## config.mk

```make
export PLATFORM = sky130hd
export DESIGN_NAME = speed_gate_ctrl
export DESIGN_NICKNAME = d
export VERILOG_FILES = /design/src/rtl/speed_gate_ctrl.sv
export SDC_FILE = /design/constraint.sdc
export NUM_CORES = 1
export LEC_CHECK = 0
export BUFFER_PORTS_ARGS = -buffer_cell sky130_fd_sc_hd__buf_2
export CORE_UTILIZATION = 50
export CTS_CLUSTER_DIAMETER = 150
export DETAILED_ROUTE_END_ITERATION = 10
export GPL_TIMING_DRIVEN = 0
export PLACE_DENSITY = 0.74
export SLEW_MARGIN = 40
export SYNTH_ARGS = -nofsm -noshare
export SYNTH_HDL_FRONTEND = slang
export SYNTH_SLANG_ARGS = --single-unit
```

## constraint.sdc

```tcl
create_clock -name clk -period 2.65 [get_ports clk]
set_clock_uncertainty 0.1 [all_clocks]
set_input_delay 0.265 -clock clk [delete_from_list [all_inputs] [get_ports clk]]
set_output_delay 0.265 -clock clk [all_outputs]
set_load 0.01 [all_outputs]
```

## src/rtl/speed_gate_ctrl.sv

```systemverilog
`default_nettype none
// ============================================================================
// Module   : speed_gate_ctrl
// Purpose  : Vehicle-gate sequencer: sensor edges, datapath strobes, barrier.
// Revision : 1.0  initial release
// ============================================================================
module speed_gate_ctrl #(
  parameter int SYS_FREQ    = 10000000,
  parameter int WIDTH_SPEED = 14,
  parameter int SPEED_LIMIT = 60,
  parameter int TIMEOUT_MS  = 3000,
  parameter int HOLD_MS     = 2000,
  parameter int DIV_GUARD   = 64,
  parameter int WIDTH_VEH   = 4
) (
  input  logic                   clk,
  input  logic                   reset_n,
  input  logic                   sen1,
  input  logic                   sen2,
  input  logic [WIDTH_SPEED-1:0] speed,
  input  logic                   done,
  output logic                   init,
  output logic                   count,
  output logic                   cal,
  output logic                   up,
  output logic                   down,
  output logic                   en,
  output logic                   dis,
  output logic                   overspeed,
  output logic                   timeout,
  output logic                   busy,
  output logic [WIDTH_VEH-1:0]   num_veh
);

  localparam int PRE_MAX = SYS_FREQ / 1000 - 1;
  localparam int PRE_W   = (PRE_MAX > 0) ? $clog2(PRE_MAX + 1) : 1;
  localparam int MS_MAX  = (TIMEOUT_MS > HOLD_MS) ? TIMEOUT_MS : HOLD_MS;
  localparam int MS_W    = $clog2(MS_MAX + 1);
  localparam int GD_W    = $clog2(DIV_GUARD + 1);

  localparam logic [PRE_W-1:0]       c_pre_last   = PRE_W'(PRE_MAX);
  localparam logic [MS_W-1:0]        c_ms_top     = MS_W'(MS_MAX);
  localparam logic [MS_W-1:0]        c_ms_timeout = MS_W'(TIMEOUT_MS - 1);
  localparam logic [MS_W-1:0]        c_ms_hold    = MS_W'(HOLD_MS - 1);
  localparam logic [GD_W-1:0]        c_guard_last = GD_W'(DIV_GUARD - 1);
  localparam logic [WIDTH_SPEED-1:0] c_limit      = WIDTH_SPEED'(SPEED_LIMIT);

  typedef enum logic [2:0] {
    S_IDLE  = 3'd0,
    S_INIT  = 3'd1,
    S_COUNT = 3'd2,
    S_CALC  = 3'd3,
    S_WAIT  = 3'd4,
    S_JUDGE = 3'd5,
    S_HOLD  = 3'd6,
    S_CLOSE = 3'd7
  } state_t;

  state_t                 r_state;
  logic                   r_s1_meta, r_s1_sync, r_s1_prev;
  logic                   r_s2_meta, r_s2_sync, r_s2_prev;
  logic [PRE_W-1:0]       r_pre;
  logic [MS_W-1:0]        r_ms;
  logic [GD_W-1:0]        r_guard;
  logic [WIDTH_SPEED-1:0] r_speed;
  logic                   r_init, r_count, r_cal, r_up, r_down, r_en, r_dis;
  logic                   r_overspeed, r_timeout;
  logic [WIDTH_VEH-1:0]   r_num_veh;
  logic                   w_s1_rise, w_s2_rise, w_tick;

  always_ff @(posedge clk or negedge reset_n) begin
    if (!reset_n) begin
      {r_s1_meta, r_s1_sync, r_s1_prev} <= 3'b000;
      {r_s2_meta, r_s2_sync, r_s2_prev} <= 3'b000;
    end else begin
      {r_s1_meta, r_s1_sync, r_s1_prev} <= {sen1, r_s1_meta, r_s1_sync};
      {r_s2_meta, r_s2_sync, r_s2_prev} <= {sen2, r_s2_meta, r_s2_sync};
    end
  end

  assign w_s1_rise = r_s1_sync & ~r_s1_prev;
  assign w_s2_rise = r_s2_sync & ~r_s2_prev;
  assign w_tick    = (r_pre == c_pre_last);

  always_ff @(posedge clk or negedge reset_n) begin
    if (!reset_n) begin
      r_state     <= S_IDLE;
      r_pre       <= '0;
      r_ms        <= '0;
      r_guard     <= '0;
      r_speed     <= '0;
      r_init      <= 1'b0;
      r_count     <= 1'b0;
      r_cal       <= 1'b0;
      r_up        <= 1'b0;
      r_down      <= 1'b0;
      r_en        <= 1'b0;
      r_dis       <= 1'b0;
      r_overspeed <= 1'b0;
      r_timeout   <= 1'b0;
      r_num_veh   <= '0;
    end else begin
      r_init <= 1'b0;
      r_cal  <= 1'b0;
      r_up   <= 1'b0;
      r_en   <= 1'b0;
      r_dis  <= 1'b0;
      r_down <= 1'b0;
      r_pre  <= w_tick ? '0 : r_pre + 1'b1;
      if (w_tick && (r_ms != c_ms_top)) r_ms <= r_ms + 1'b1;

      case (r_state)
        S_IDLE: begin
          if (w_s1_rise) begin
            r_state     <= S_INIT;
            r_init      <= 1'b1;
            r_timeout   <= 1'b0;
            r_overspeed <= 1'b0;
          end
        end
        S_INIT: begin
          r_state <= S_COUNT;
          r_count <= 1'b1;
          r_pre   <= '0;
          r_ms    <= '0;
        end
        S_COUNT: begin
          // Exit sensor takes priority over an expiry landing on the same cycle.
          if (w_s2_rise) begin
            r_state <= S_CALC;
            r_count <= 1'b0;
            r_cal   <= 1'b1;
          end else if (w_tick && (r_ms == c_ms_timeout)) begin
            r_state   <= S_IDLE;
            r_count   <= 1'b0;
            r_timeout <= 1'b1;
            r_init    <= 1'b1;
          end
        end
        S_CALC: begin
          r_state <= S_WAIT;
          r_guard <= '0;
        end
        S_WAIT: begin
          if (done) begin
            r_state <= S_JUDGE;
            r_speed <= speed;
          end else if (r_guard == c_guard_last) begin
            r_state   <= S_IDLE;
            r_timeout <= 1'b1;
          end else begin
            r_guard <= r_guard + 1'b1;
          end
        end
        S_JUDGE: begin
          if (r_speed == '0) begin
            r_state   <= S_IDLE;
            r_timeout <= 1'b1;
          end else if (r_speed > c_limit) begin
            r_state     <= S_IDLE;
            r_overspeed <= 1'b1;
          end else begin
            r_state <= S_HOLD;
            r_up    <= 1'b1;
            r_en    <= 1'b1;
            r_pre   <= '0;
            r_ms    <= '0;
            if (r_num_veh != '1) r_num_veh <= r_num_veh + 1'b1;
          end
        end
        S_HOLD: begin
          if (w_tick && (r_ms == c_ms_hold)) begin
            r_state <= S_CLOSE;
            r_dis   <= 1'b1;
            r_down  <= 1'b1;
            if (r_num_veh != '0) r_num_veh <= r_num_veh - 1'b1;
          end
        end
        S_CLOSE: r_state <= S_IDLE;
        default: r_state <= S_IDLE;
      endcase
    end
  end

  assign init      = r_init;
  assign count     = r_count;
  assign cal       = r_cal;
  assign up        = r_up;
  assign down      = r_down;
  assign en        = r_en;
  assign dis       = r_dis;
  assign overspeed = r_overspeed;
  assign timeout   = r_timeout;
  assign busy      = (r_state != S_IDLE);
  assign num_veh   = r_num_veh;

endmodule
`default_nettype wire

```

==> flow_summary.yaml, run 1 <==
drt:
  via_count: 2547
  detailedRoute.firstIterationViolations: 215
  drt_pass1_iterations: 4
  route.detailed.wl_per_inst_um: 14.9
  drt_drc_violations_left: 0
  vias_per_cell: 5.66
  antenna_violating_nets_post_route: 0
  totalWireLength_um: 6690
setup_path:
  worst_path_arrival_ns: 2.68
  endpoint_kind: "flip-flop"
  worst_path_largest_cell_delay_ns: 0.69
  cp_cell_sequence: "or4b_2 > nor4_2 > a21oi_2 > nor3_2 > mux2_2"
  cp_slowest_cell: "sky130_fd_sc_hd__or4b_2"
  cp-start-kind: "flip-flop"
  cp.buffers_inverters: 0
  worst-path-max-fanout: 5
  timing_worst_setup_path_type: "flip-flop to flip-flop"
  critical_path.top_delay_family: "simple AND/OR/NAND/NOR gates"
  critPathRequiredTime_ns: 2.79
clocking:
  clk_path_buf_depth: 2
  tritoncts: "built"
  clkTransAtPathRegs_ns: 0.08
  clk_root_buffer_cell: "sky130_fd_sc_hd__clkbuf_8"
  cts_sinks: 67
  count_of_h_tree_levels_built_during_cts: 3
  insertion_delay_ns: 0.35
  inserted_clock_buffers: 9
final_layout:
  postLayoutCoreUtil_pct: 60.2
  insertedDiodeCount: 0
  layout.cell_area.non_filler_um2: 3840
  area_growth_syn_to_layout_pct: 16.2
  fraction_of_layout_cells_with_a_size_suffix_above_1_pct: 20.9
  nets: 394
global_route:
  globalRouteTotalUtil_pct: 21.5
  grt_first_pass_wirelength_um: 11700
  globalRoute.totalOverflow: 0
  vias_in_the_first_global_route: 2499
  number_of_antenna_violations_at_the_first_check_in_global_routing: 0
  grt_max_degree: 44
job:
  drv.max_cap_violation_count: 0
floorplan:
  die_width_um: 83.3
  die_height_um: 83.3
  die-area_um2: 6950
  floorplan.initialDensity_pct: 51.8
  io_pins: 33
  row_count: 29
  coreArea_um2: 6390
synth:
  synth_simple_gate_area_share_pct: 22.0
  synth_top_family_by_area: "simple AND/OR/NAND/NOR gates"
  yosys_register_bits: 67
  synth_top_cells_by_count: "67 x sky130_fd_sc_hd__dfrtp_1, 44 x sky130_fd_sc_hd__nor2_1, 18 x sky130_fd_sc_hd__nand2_1, 15 x sky130_fd_sc_hd__mux2_2"
  synth_top_flop_cell: "sky130_fd_sc_hd__dfrtp_1"
  yosys-mux-area-fraction_pct: 5.71
  mean_area_per_synthesized_cell_um2: 10.4
  syn_inst: 319
  yosys-top-cells-area: "sky130_fd_sc_hd__dfrtp_1 51%, sky130_fd_sc_hd__mux2_2 5.1%, sky130_fd_sc_hd__nor2_1 5.0%"
  synthAdderAreaFrac_pct: 2.87
  post_synth_num_cell_types: 49
  synth_top_area_share_pct: 50.7
  synth_sequential_area_ratio_pct: 50.7
  synth_xor_area_share_pct: 7.15
  mappedNetlistArea_um2: 3310
  post-synth-top-count-cell: "sky130_fd_sc_hd__dfrtp_1"
  synth_warnings: 0
  ys_async_rst_share_pct: 100
  number_of_nets_produced_by_synthesis: 345
  area_fraction_in_compound_gates_after_synthesis_pct: 8.51
  synth_top_cell_by_area: "sky130_fd_sc_hd__dfrtp_1"
  synth_edf_count: 0
timing:
  report.final.slew_viol_count: 0
  min_period_ns: 2.54
  finalSetupViolations: 0
  timing.final.hold_violations: 0
  maxClockFrequency_ghz: 0.394
  worst_pin_slew_ns: 0.607
  fin_crit_share_pct: 95.8
  grt_setup_unrepaired: "no"
  final_sum_of_negative_setup_slack_ns: 0
  slew_headroom_pct: 58.9
run_status:
  run_status: "finished, final reports clean"
placement:
  placedInstanceArea_um2: 3590
  globalplace.congestion: 0.837
  numPortBuffers: 32
  detailed_placer_s_ending_hpwl_um: 4700
power:
  power.density_nw_per_um2: 904
  ir_drop_v: 0.000615
  leakagePower_nw: 1.73
min_path:
  min-delay-path-class: "input pin to flip-flop"
[repair_timing]
item | 4_1_cts | 5_1_grt
hold buffers | 3 | 0
endpoints found under the setup margin | 1 | 13
pin swaps | 0 | 1
hold endpoints to repair | 44 | 0
gates resized for setup | 1 | 2
setup buffers | 0 | 2
[flip-flops by register name, summed over array words and instances (netlist names), 3 cells and up]
register and count:
r_speed 14, num_veh 4, r_guard 7, r_pre 14, r_ms 12, r_state 3
[where the power goes]
part           internal [mW]  leakage, nW  switching (mW)
Sequential              1.30        0.856           0.247
Combinational          0.494        0.772           0.551
Clock                  0.489       0.0998           0.394
Total                   2.28         1.73            1.19
[area by class of cell]
class	count	area, um2
Multi-Input combinational cell	227	1540
Buffer	13	58.8
Inverter	12	45.0
Timing Repair Buffer	38	228
Clock buffer	13	159
Fill cell	569	2540
Sequential cell	67	1680
Clock inverter	3	46.3
Tap cell	77	96.3
[cells by family after synthesis]
family,count (synthesis)
AOI/OAI and AO/OA,43
DFF,67
xor gates and xnor gates,27
adders and majority gates,7
buffers and inverters,25
and+or+nand+nor,133
muxes,17
[through the flow]
stage	setup WS [ns]	power, mW	cells	hold WS, ns
finish	0.112	3.48	450	0.0443
CTS	0.0442	3.49	448	0.0364
detailed placement	-0.0277	2.60	429	0.192
global route	0.00254	3.73	450	0.0439
floorplan	0.290	2.29	319	-0.131
global placement	-0.0265	2.53	428	0.238
[layout by cell type, fill, tap and decap left out, types with 5 or more instances in the layout]
master	n
sky130_fd_sc_hd__dfrtp_1	67
sky130_fd_sc_hd__nor2_1	44
sky130_fd_sc_hd__buf_2	32
sky130_fd_sc_hd__nand2_1	18
sky130_fd_sc_hd__mux2_2	15
sky130_fd_sc_hd__nand4_1	14
sky130_fd_sc_hd__xor2_1	14
sky130_fd_sc_hd__a21oi_1	14
sky130_fd_sc_hd__xnor2_1	13
sky130_fd_sc_hd__inv_1	12
sky130_fd_sc_hd__clkbuf_1	11
sky130_fd_sc_hd__clkbuf_8	11
sky130_fd_sc_hd__nand3_1	10
sky130_fd_sc_hd__and3_1	8
sky130_fd_sc_hd__nor4_1	7
sky130_fd_sc_hd__o21ai_0	7
sky130_fd_sc_hd__ha_1	6
sky130_fd_sc_hd__or3_1	5
sky130_fd_sc_hd__buf_4	5
[routing by layer]
metal | global-route usage [%] | part of all wire (%) | up-vias
met5 | 0 | 0 | -
met4 | 8.46 | 1.2 | 0
met3 | 5.17 | 5.2 | 6
met2 | 32.5 | 46 | 73
met1 | 29.9 | 48 | 1234
li1 | - | - | 1234
[path summary, 6_finish.rpt]
path                       depth (start not counted)      start         end  slack, ns
setup / recovery                                   5    r_ms[5]  num_veh[2]       0.11
min in group asynchronous                          2    reset_n  num_veh[2]       0.35
setup reg to reg                                   5    r_ms[5]  num_veh[2]       0.11
hold / removal                                     2   speed[9]  r_speed[9]       0.04
max in group asynchronous                          3    reset_n   r_pre[12]       1.56
hold reg to reg                                    0  r_s2_meta   r_s2_sync       0.25
No activity file was read; power rests on OpenSTA's default activity.
==> run 2: changes to the inputs <==
Settings changed: ABC_CLOCK_PERIOD_IN_PS set to 2570.
Clock period 2.65 ns to 2.57 ns, I/O delays scaled along.
==> flow_summary.yaml, run 2 (same netlist as run 1, synthesis figures left out) <==
timing:
  worst_pin_slew_ns: 0.602
  whs_ns: 0.0432
  report.final.slew_viol_count: 0
  min_period_ns: 2.49
  slew_headroom_pct: 59.2
  fin_crit_share_pct: 96.9
  timing.final.hold_violations: 0
  finalSetupViolations: 0
  maxClockFrequency_ghz: 0.401
final_layout:
  nets: 394
  area_growth_syn_to_layout_pct: 16.5
  postLayoutCoreUtil_pct: 60.4
  layout_common_cells: "67 x sky130_fd_sc_hd__dfrtp_1, 44 x sky130_fd_sc_hd__nor2_1, 32 x sky130_fd_sc_hd__buf_2, 18 x sky130_fd_sc_hd__nand2_1, 15 x sky130_fd_sc_hd__mux2_2"
  layout_top_registers: "r_pre (14), r_speed (14), r_ms (12)"
  insertedDiodeCount: 0
  fraction_of_layout_cells_with_a_size_suffix_above_1_pct: 21.2
  layout.cells.most_common: "sky130_fd_sc_hd__dfrtp_1"
clocking:
  insertion_delay_ns: 0.34
  inserted_clock_buffers: 9
  cts_sinks: 67
  count_of_h_tree_levels_built_during_cts: 3
  clkTransAtPathRegs_ns: 0.08
  clk_path_buf_depth: 2
  clk_root_buffer_cell: "sky130_fd_sc_hd__clkbuf_8"
  tritoncts: "built"
global_route:
  top_usage_layer: "met2"
  globalRoute.totalOverflow: 0
  grt_max_degree: 44
  grt_first_pass_wirelength_um: 11800
  vias_in_the_first_global_route: 2492
  globalRouteMet1Util_pct: 30.1
  globalRouteTotalUtil_pct: 21.5
  gr-usage-met2_pct: 32.3
  number_of_antenna_violations_at_the_first_check_in_global_routing: 0
  groute.layer.met3.usage_pct: 5.17
placement:
  globalplace.congestion: 0.837
  numPortBuffers: 32
  detailed_placer_s_ending_hpwl_um: 4700
setup_path:
  worst_path_arrival_ns: 2.66
  cp_num_cells: 7
  timing_worst_setup_path_type: "flip-flop to flip-flop"
  crit_top_cell: "sky130_fd_sc_hd__buf_4"
  cp-start-kind: "flip-flop"
  worst_path_largest_cell_delay_ns: 0.57
  worst-path-max-fanout: 7
  critical_path.top_delay_family: "simple AND/OR/NAND/NOR gates"
  worstReg2RegStart: "r_pre[4]"
  cp.buffers_inverters: 2
  endpoint_kind: "flip-flop"
  cp-startpoint: "r_pre[4]"
  critPathRequiredTime_ns: 2.74
  timing.reg2reg.worst_path_depth: 7
  cp_slowest_cell: "sky130_fd_sc_hd__or4b_4"
  cp_cell_sequence: "or4b_4 > nor4_4 > buf_4 > buf_4 > nand4_4 > or4_1 > a21oi_1"
floorplan:
  die-area_um2: 6950
  row_count: 29
  coreArea_um2: 6390
  die_height_um: 83.3
  die_width_um: 83.3
  floorplan.initialDensity_pct: 51.8
  io_pins: 33
min_path:
  whs_path_depth: 2
  min-delay-path-class: "input pin to flip-flop"
  startpoint_of_the_worst_hold_path: "speed[9]"
drt:
  antenna_violating_nets_post_route: 0
  via_count: 2561
  route.detailed.wl_per_inst_um: 14.8
  detailedRoute.firstIterationViolations: 188
  drt_drc_violations_left: 0
  drt_pass1_iterations: 5
  vias_per_cell: 5.69
  totalWireLength_um: 6670
power:
  power.density_nw_per_um2: 928
  leakagePower_nw: 1.75
  ir_drop_v: 0.000634
run_status:
  run_status: "finished, final reports clean"
job:
  drv.max_cap_violation_count: 0
-- run 2: cell types whose count changed in the layout (fill, tap and decap cells not counted) --
cell,before,now
sky130_fd_sc_hd__clkbuf_1,11,10
sky130_fd_sc_hd__clkbuf_2,1,2
sky130_fd_sc_hd__nor4_2,1,0
sky130_fd_sc_hd__nor4_4,1,2
-- run 2: final timing paths --
| check | endpoint | slack [ns] |
|---|---|---|
| min | r_speed[9] | 0.04 |
| min in group asynchronous | num_veh[2] | 0.35 |
| max reg2reg | r_ms[10] | 0.08 |
| max | r_ms[10] | 0.08 |
| min reg2reg | r_s2_sync | 0.25 |
| max in group asynchronous | r_pre[9] | 1.48 |
-- run 2: timing repair --
action                                 CTS  global route
buffers inserted                         0             2
resized for setup                        1             5
endpoints found under the hold margin   44             0
setup endpoints to repair                3            18
pin swaps                                1             1
hold buffers                             3             0
-- run 2: power by group --
group	internal (mW)	switching, mW	total, mW
Clock	0.504	0.401	0.906
Combinational	0.509	0.569	1.08
Sequential	1.34	0.254	1.60
-- run 2: final cells by class --
class,instances,area [um2]
flip-flops and latches,67,1680
inverters,12,45.0
clock buffers,13,159
well taps,77,96.3
fillers,568,2530
repair buffers,38,228
clock inverters,3,46.3
multi-input cells,227,1540
plain buffers,13,60.1
-- run 2: metal layers --
metal  up-vias  share of wire, %
li1       1233                 -
met1      1237                47
met2        82                46
met3         9               5.2
met4         0               1.4
met5         -                 0
-- run 2: through the flow --
stage               power [mW]  worst slack [ns]  area (um2)  TNS (ns)  cells
floorplan                 2.36             0.210        3310         0    319
global placement          2.61            -0.106        3560    -0.106    428
detailed placement        2.68            -0.108        3590    -0.151    429
CTS                       3.60            0.0547        3830         0    448
global route              3.85          -0.00187        3850  -0.00187    450
finish                    3.58            0.0785        3850         0    450
